<file path="config.mk">
export PLATFORM = sky130hd
export DESIGN_NAME = inst_prefetch_queue
export DESIGN_NICKNAME = d
export VERILOG_FILES = /design/src/rtl/inst_prefetch_queue.sv
export SDC_FILE = /design/constraint.sdc
export NUM_CORES = 1
export LEC_CHECK = 0
export CAP_MARGIN = 20
export CORE_MARGIN = 2
export CORE_UTILIZATION = 47
export DETAILED_ROUTE_END_ITERATION = 8
export DONT_BUFFER_PORTS = 1
export GPL_ROUTABILITY_DRIVEN = 0
export PLACE_DENSITY_LB_ADDON = 0.15
export SYNTH_ARGS = -nofsm -noshare
export SYNTH_HDL_FRONTEND = slang
export SYNTH_SLANG_ARGS = --single-unit
</file>
<file path="constraint.sdc">
create_clock -name CK_REF -period 4 [get_ports CK_REF]
set_input_delay 1 -clock CK_REF [delete_from_list [all_inputs] [get_ports CK_REF]]
set_output_delay 1 -clock CK_REF [all_outputs]
set_load 0.01 [all_outputs]
</file>
<file path="src/rtl/inst_prefetch_queue.sv">
// Instruction prefetch queue: owns the fetch PC, issues word requests over
// req/gnt + rvalid, buffers returned words with their PCs in an in-order
// queue and hands them to decode over valid/ready. A redirect flushes the
// queue and drops every response still in flight.

package inst_prefetch_queue_pkg;
  typedef struct packed {
    logic [31:0] pc;
    logic [31:0] inst;
  } ipq_entry_t;

  localparam logic [31:0] IPQ_NOP = 32'h0000_0013;
endpackage

// One queue slot: a write-enabled register holding {pc, inst}.
module ipq_slot
  import inst_prefetch_queue_pkg::*;
(
  input  logic       CK_REF,
  input  logic       int_rst_n,
  input  logic       wr_en,
  input  ipq_entry_t wr_data,
  output ipq_entry_t q
);

  // Capture the pushed entry; contents are don't-care while the slot is unused.
  always_ff @(posedge CK_REF or negedge int_rst_n) begin
    if (!int_rst_n)  q <= '0;
    else if (wr_en)  q <= wr_data;
  end

endmodule

module inst_prefetch_queue
  import inst_prefetch_queue_pkg::*;
#(
  parameter int          DEPTH           = 4,
  parameter int          MAX_OUTSTANDING = 2,
  parameter logic [31:0] RESET_PC        = 32'h0000_0000
) (
  input  logic        CK_REF,
  input  logic        int_rst_n,
  input  logic        HALT,
  input  logic        REDIRECT_VALID,
  input  logic [31:0] REDIRECT_PC,
  output logic        IMEM_REQ,
  output logic [31:0] IMEM_ADDR,
  input  logic        IMEM_GNT,
  input  logic        IMEM_RVALID,
  input  logic [31:0] IMEM_RDATA,
  output logic        DEC_VALID,
  output logic [31:0] DEC_INST,
  output logic [31:0] DEC_PC,
  input  logic        DEC_READY
);

  localparam int PW = $clog2(DEPTH);
  localparam int CW = PW + 1;

  localparam logic [CW-1:0] ONE_C   = CW'(1);
  localparam logic [CW-1:0] ZERO_C  = '0;
  localparam logic [CW:0]   DEPTH_C = (CW+1)'(DEPTH);
  localparam logic [CW-1:0] MAXO_C  = CW'(MAX_OUTSTANDING);
  localparam logic [PW-1:0] PONE_C  = PW'(1);

  logic [CW-1:0] count, outstanding, discard;
  logic [PW-1:0] wr_ptr, rd_ptr;
  logic [31:0]   fetch_pc, resp_pc;
  logic [CW:0]   reserved;
  logic [31:0]   redirect_pc;

  logic grant, rsp, push, pop;

  ipq_entry_t [DEPTH-1:0] slot_q;
  logic       [DEPTH-1:0] slot_we;
  ipq_entry_t             push_entry, head;

  // Low bits of the redirect target are forced to a word boundary.
  assign redirect_pc = REDIRECT_PC & 32'hFFFF_FFFC;

  // Queue slots plus in-flight requests; a request only issues if its
  // response already has a slot reserved, so the queue cannot overflow.
  assign reserved = {1'b0, count} + {1'b0, outstanding};

  // Reset gates the request directly so it drops the instant reset asserts.
  assign IMEM_REQ  = int_rst_n && !HALT && !REDIRECT_VALID &&
                     (reserved < DEPTH_C) && (outstanding < MAXO_C);
  assign IMEM_ADDR = fetch_pc;

  assign grant = IMEM_REQ && IMEM_GNT;
  // A stray rvalid with nothing in flight is not a response.
  assign rsp   = IMEM_RVALID && (outstanding != ZERO_C);
  assign push  = rsp && (discard == ZERO_C) && !REDIRECT_VALID;
  assign pop   = DEC_VALID && DEC_READY && !HALT && !REDIRECT_VALID;

  assign push_entry = '{pc: resp_pc, inst: IMEM_RDATA};

  // Storage array: one slot per entry, written at the tail pointer.
  for (genvar i = 0; i < DEPTH; i++) begin : g_slot
    assign slot_we[i] = push && (wr_ptr == PW'(i));
    ipq_slot u_slot (
      .CK_REF    (CK_REF),
      .int_rst_n (int_rst_n),
      .wr_en     (slot_we[i]),
      .wr_data   (push_entry),
      .q         (slot_q[i])
    );
  end

  // Decode side is driven purely from registered state (no path from DEC_READY).
  assign head      = slot_q[rd_ptr];
  assign DEC_VALID = (count != ZERO_C);
  assign DEC_INST  = DEC_VALID ? head.inst : IPQ_NOP;
  assign DEC_PC    = DEC_VALID ? head.pc   : resp_pc;

  // In-flight request counter: grant increments, response decrements.
  always_ff @(posedge CK_REF or negedge int_rst_n) begin
    if (!int_rst_n) begin
      outstanding <= '0;
    end else begin
      case ({grant, rsp})
        2'b10:   outstanding <= outstanding + ONE_C;
        2'b01:   outstanding <= outstanding - ONE_C;
        default: outstanding <= outstanding;
      endcase
    end
  end

  // Discard counter: a redirect marks everything still in flight after this
  // cycle's response as stale; since discard never exceeds outstanding this
  // also covers back-to-back redirects without double counting.
  always_ff @(posedge CK_REF or negedge int_rst_n) begin
    if (!int_rst_n) begin
      discard <= '0;
    end else if (REDIRECT_VALID) begin
      discard <= rsp ? (outstanding - ONE_C) : outstanding;
    end else if (rsp && (discard != ZERO_C)) begin
      discard <= discard - ONE_C;
    end
  end

  // Queue occupancy and pointers; redirect empties the queue.
  always_ff @(posedge CK_REF or negedge int_rst_n) begin
    if (!int_rst_n) begin
      count  <= '0;
      wr_ptr <= '0;
      rd_ptr <= '0;
    end else if (REDIRECT_VALID) begin
      count  <= '0;
      wr_ptr <= '0;
      rd_ptr <= '0;
    end else begin
      if (push) wr_ptr <= wr_ptr + PONE_C;
      if (pop)  rd_ptr <= rd_ptr + PONE_C;
      case ({push, pop})
        2'b10:   count <= count + ONE_C;
        2'b01:   count <= count - ONE_C;
        default: count <= count;
      endcase
    end
  end

  // Fetch PC advances per grant; response PC advances per kept word.
  always_ff @(posedge CK_REF or negedge int_rst_n) begin
    if (!int_rst_n) begin
      fetch_pc <= RESET_PC;
      resp_pc  <= RESET_PC;
    end else if (REDIRECT_VALID) begin
      fetch_pc <= redirect_pc;
      resp_pc  <= redirect_pc;
    end else begin
      if (grant) fetch_pc <= fetch_pc + 32'd4;
      if (push)  resp_pc  <= resp_pc + 32'd4;
    end
  end

endmodule

</file>
==> impl_metrics.tcl <==
set metrics [dict create \
    placementRows 66 \
    synth_area_leaders "dfrtp_1, mux2_2, mux4_2, nand2_1, o21ai_0" \
    cts_tree "done" \
    worstSetupEndpointType "primary output" \
    hold_viol_final 0 \
    clk_pin_slew_worst_paths_ns 0.06 \
    stdcell_area_sq_um 17180 \
    ys_ff_latch 321 \
    post-place-ws_ns 0.8629 \
    grt_setup_unrepaired "no" \
    post_synth_num_cell_types 51 \
    overflow 0 \
    seq_power_share_pct 43.0 \
    drcViolationCount 0 \
    r2r_cells 8 \
    cts_max_path_buffers 3 \
    peakVddDrop_uv 338.1 \
    crit_path_start_kind "register" \
    slew_headroom_pct 30.58 \
    fin_crit_sh_pct 85.64 \
    port-buffer-count 0 \
    switchingPower_w 0.002840 \
    firstDrtPassIters 6 \
    worst-path-max-fanout 27 \
    routed_wl_microns 35680 \
    post-dp-hpwl_microns 21930 \
    final_common_cell "dfrtp_1" \
    finalSetupViolCount 0 \
    p_sw_share_pct 28.50 \
    period_minus_slack_ns 3.426 \
    worstHoldPathType "input port to async pin" \
    die_w_microns 185.6 \
    finClkSkew_ns 0.008602 \
    h-tree-depth 2 \
    die_height_microns 185.6 \
    antennaDiodeCount 0 \
    syn2layout_area_growth_pct 10.86 \
    synth_area_sq_um 15500 \
    antenna_found_initial 0 \
    post_cts_buffers 0 \
    powerDensity_nw_per_um2 580.1 \
    synth_edf_count 0 \
    yosysTopAreaCellShare_pct 51.83 \
    insertion_delay_ns 0.51 \
    synth_flop_cell "dfrtp_1" \
    outcome "completed" \
    fp.coreArea_sq_um 32540 \
    io_pins 169 \
    tns_ns 0 \
    numClockSinks 321 \
    start_util_pct 47.63 \
    hold_buffers 0 \
    max_freq_mhz 291.9 \
    power.internal_w 0.007127 \
    p_comb_share_pct 22.1 \
    clock-root-buffer "clkbuf_16" \
    drive_gt1_share_pct 32.09 \
    rr_endpoint "g_slot[1].u_slot.q[16]" \
    place_area_sq_um 15880 \
    ys_seq_area_share_pct 51.83 \
    tightest_slew_ns 1.041 \
    num_vias 9529 \
    fill_cells 2822 \
    final_cell_mix "dfrtp_1, mux2_2, nand2_1, mux4_2, o21ai_0" \
    grt_busiest_layer "met2" \
    first_global_vias 9777 \
    finalNetCount 1292 \
    syn_inst 1238 \
    drt-wirelength-per-cell_microns 21.29 \
    fin_cells 1676 \
    yosys.area.top_type "dfrtp_1" \
    cts_buffers 37 \
    r2r_slack_ns 0.88 \
    arrival_ns 2.43 \
    pwr-share-clk_pct 34.9 \
    drt_iter0_drc 646 \
    avgViaCountPerCell 5.686 \
    p_leak_nw 7.839 \
    met1_usage_pct 29.24 \
    ys_warn_count 0 \
    worstPathRequired_ns 3.00 \
    post_cts_resize_count 0 \
    drv_cap 0 \
    synth_area_per_cell_sq_um 12.52 \
    grt_max_degree 324 \
    antenna_left 0 \
    met2_usage_pct 33.90 \
    die_area_sq_um 34440 \
    drv_slew 0 \
    track_usage_pct 21.15 \
    met3_usage_pct 4.539 \
    synthArstFlopShare_pct 100.0 \
    grt_pass1_wl_microns 56320 \
    r2r-start "outstanding[0]" \
    critPathKind "register to primary output" \
    layout_setup_ws_ns 0.5743 \
    dp_cells 1608 \
    hold_ws_ns 0.1884 \
]
Yosys cell counts (2+ instances only):
cell type and instances:
nor3_1 14, a31oi_1 4, nand4b_1 3, nor4_2 3, and2_1 34, nor3b_1 2, nand3_1 36, mux2_2 242
buf_4 5, nand3b_1 2, mux2i_1 3, or2_2 3, dfrtp_1 321, a21boi_1 2, xor2_1 22, buf_1 4
and3_1 11, mux4_2 62, nor4_1 3, a21oi_1 12, nand2b_1 3, clkbuf_2 3, xnor2_1 25, nand2_1 162
o21ai_0 57, clkbuf_1 48, a21boi_0 2, inv_1 17, ha_1 14, nand4_1 29, o211ai_1 10, nor2b_1 2
o311ai_1 5, buf_2 29, nor2_1 28
cell type report:
class	count	area (sq um)	share of cell area, %
sequential	321	8040	46.80
clock buffer	58	1147	6.678
timing repair buffer	16	202.7	1.180
tap	442	553.0	3.219
inverter	18	67.56	0.3932
clock inverter	9	123.9	0.7209
multi-input combinational	812	7047	41.01
routing by layer:
| metal | wire [microns] | part of all wire [%] |
|---|---|---|
| met4 | 743 | 2.1 |
| met1 | 15760 | 44 |
| met5 | 0 | 0 |
| met3 | 1931 | 5.4 |
| met2 | 17250 | 48 |
state kept, by name, indices dropped and copies added (netlist names):
register         flops
g_slot.u_slot.q    248
wr_ptr               2
count                3
discard              3
rd_ptr               2
resp_pc             30
IMEM_ADDR           30
outstanding          3
power by group through the flow:
stage,registers [W],logic (W),clock network (W)
3_5_place_dp,0.00435,0.00224,0
5_1_grt,0.00438,0.00243,0.00372
2_1_floorplan,0.00415,0.00184,0
6_report,0.00429,0.00220,0.00348
4_1_cts,0.00429,0.00225,0.00357
3_3_place_gp,0.00433,0.00220,0
how the worst max path moves through the flow:
stage              startpoint             to  slack (ns)  cells past startpoint
2_1_floorplan  REDIRECT_VALID       count[2]        1.18                     10
3_3_place_gp        int_rst_n  IMEM_ADDR[24]        0.91                      6
3_5_place_dp        int_rst_n  IMEM_ADDR[24]        0.86                      6
4_1_cts             rd_ptr[0]     DEC_PC[29]        0.49                      4
5_1_grt             rd_ptr[0]     DEC_PC[29]        0.41                      4
6_report            rd_ptr[0]     DEC_PC[29]        0.57                      4
logic make-up after synthesis:
| logic type | Yosys count | synth area share (%) |
|---|---|---|
| DFF | 321 | 51.83 |
| and+or+nand+nor | 343 | 10.83 |
| xor gates and xnor gates | 47 | 2.656 |
| AOI/OAI and AO/OA | 96 | 3.568 |
| buffers and inverters | 108 | 3.043 |
| muxes | 307 | 26.79 |
| other | 1 | 0.02420 |
| adders and majority gates | 15 | 1.259 |
worst max-delay path, cell delays in order (launching register included):
cell and delay [ns]:
dfrtp_4 0.70, buf_12 0.31, mux4_2 0.53, nand2_1 0.07
o21ai_0 0.27
metrics by stage:
step | util, % | total power (W)
floorplan | - | 0.005984
global placement | 48.82 | 0.006522
detailed placement | 48.82 | 0.006592
CTS | 52.72 | 0.01011
global route | 52.81 | 0.01053
finish | 52.81 | 0.009967
Note: power is estimated with default switching activity, not from simulation.
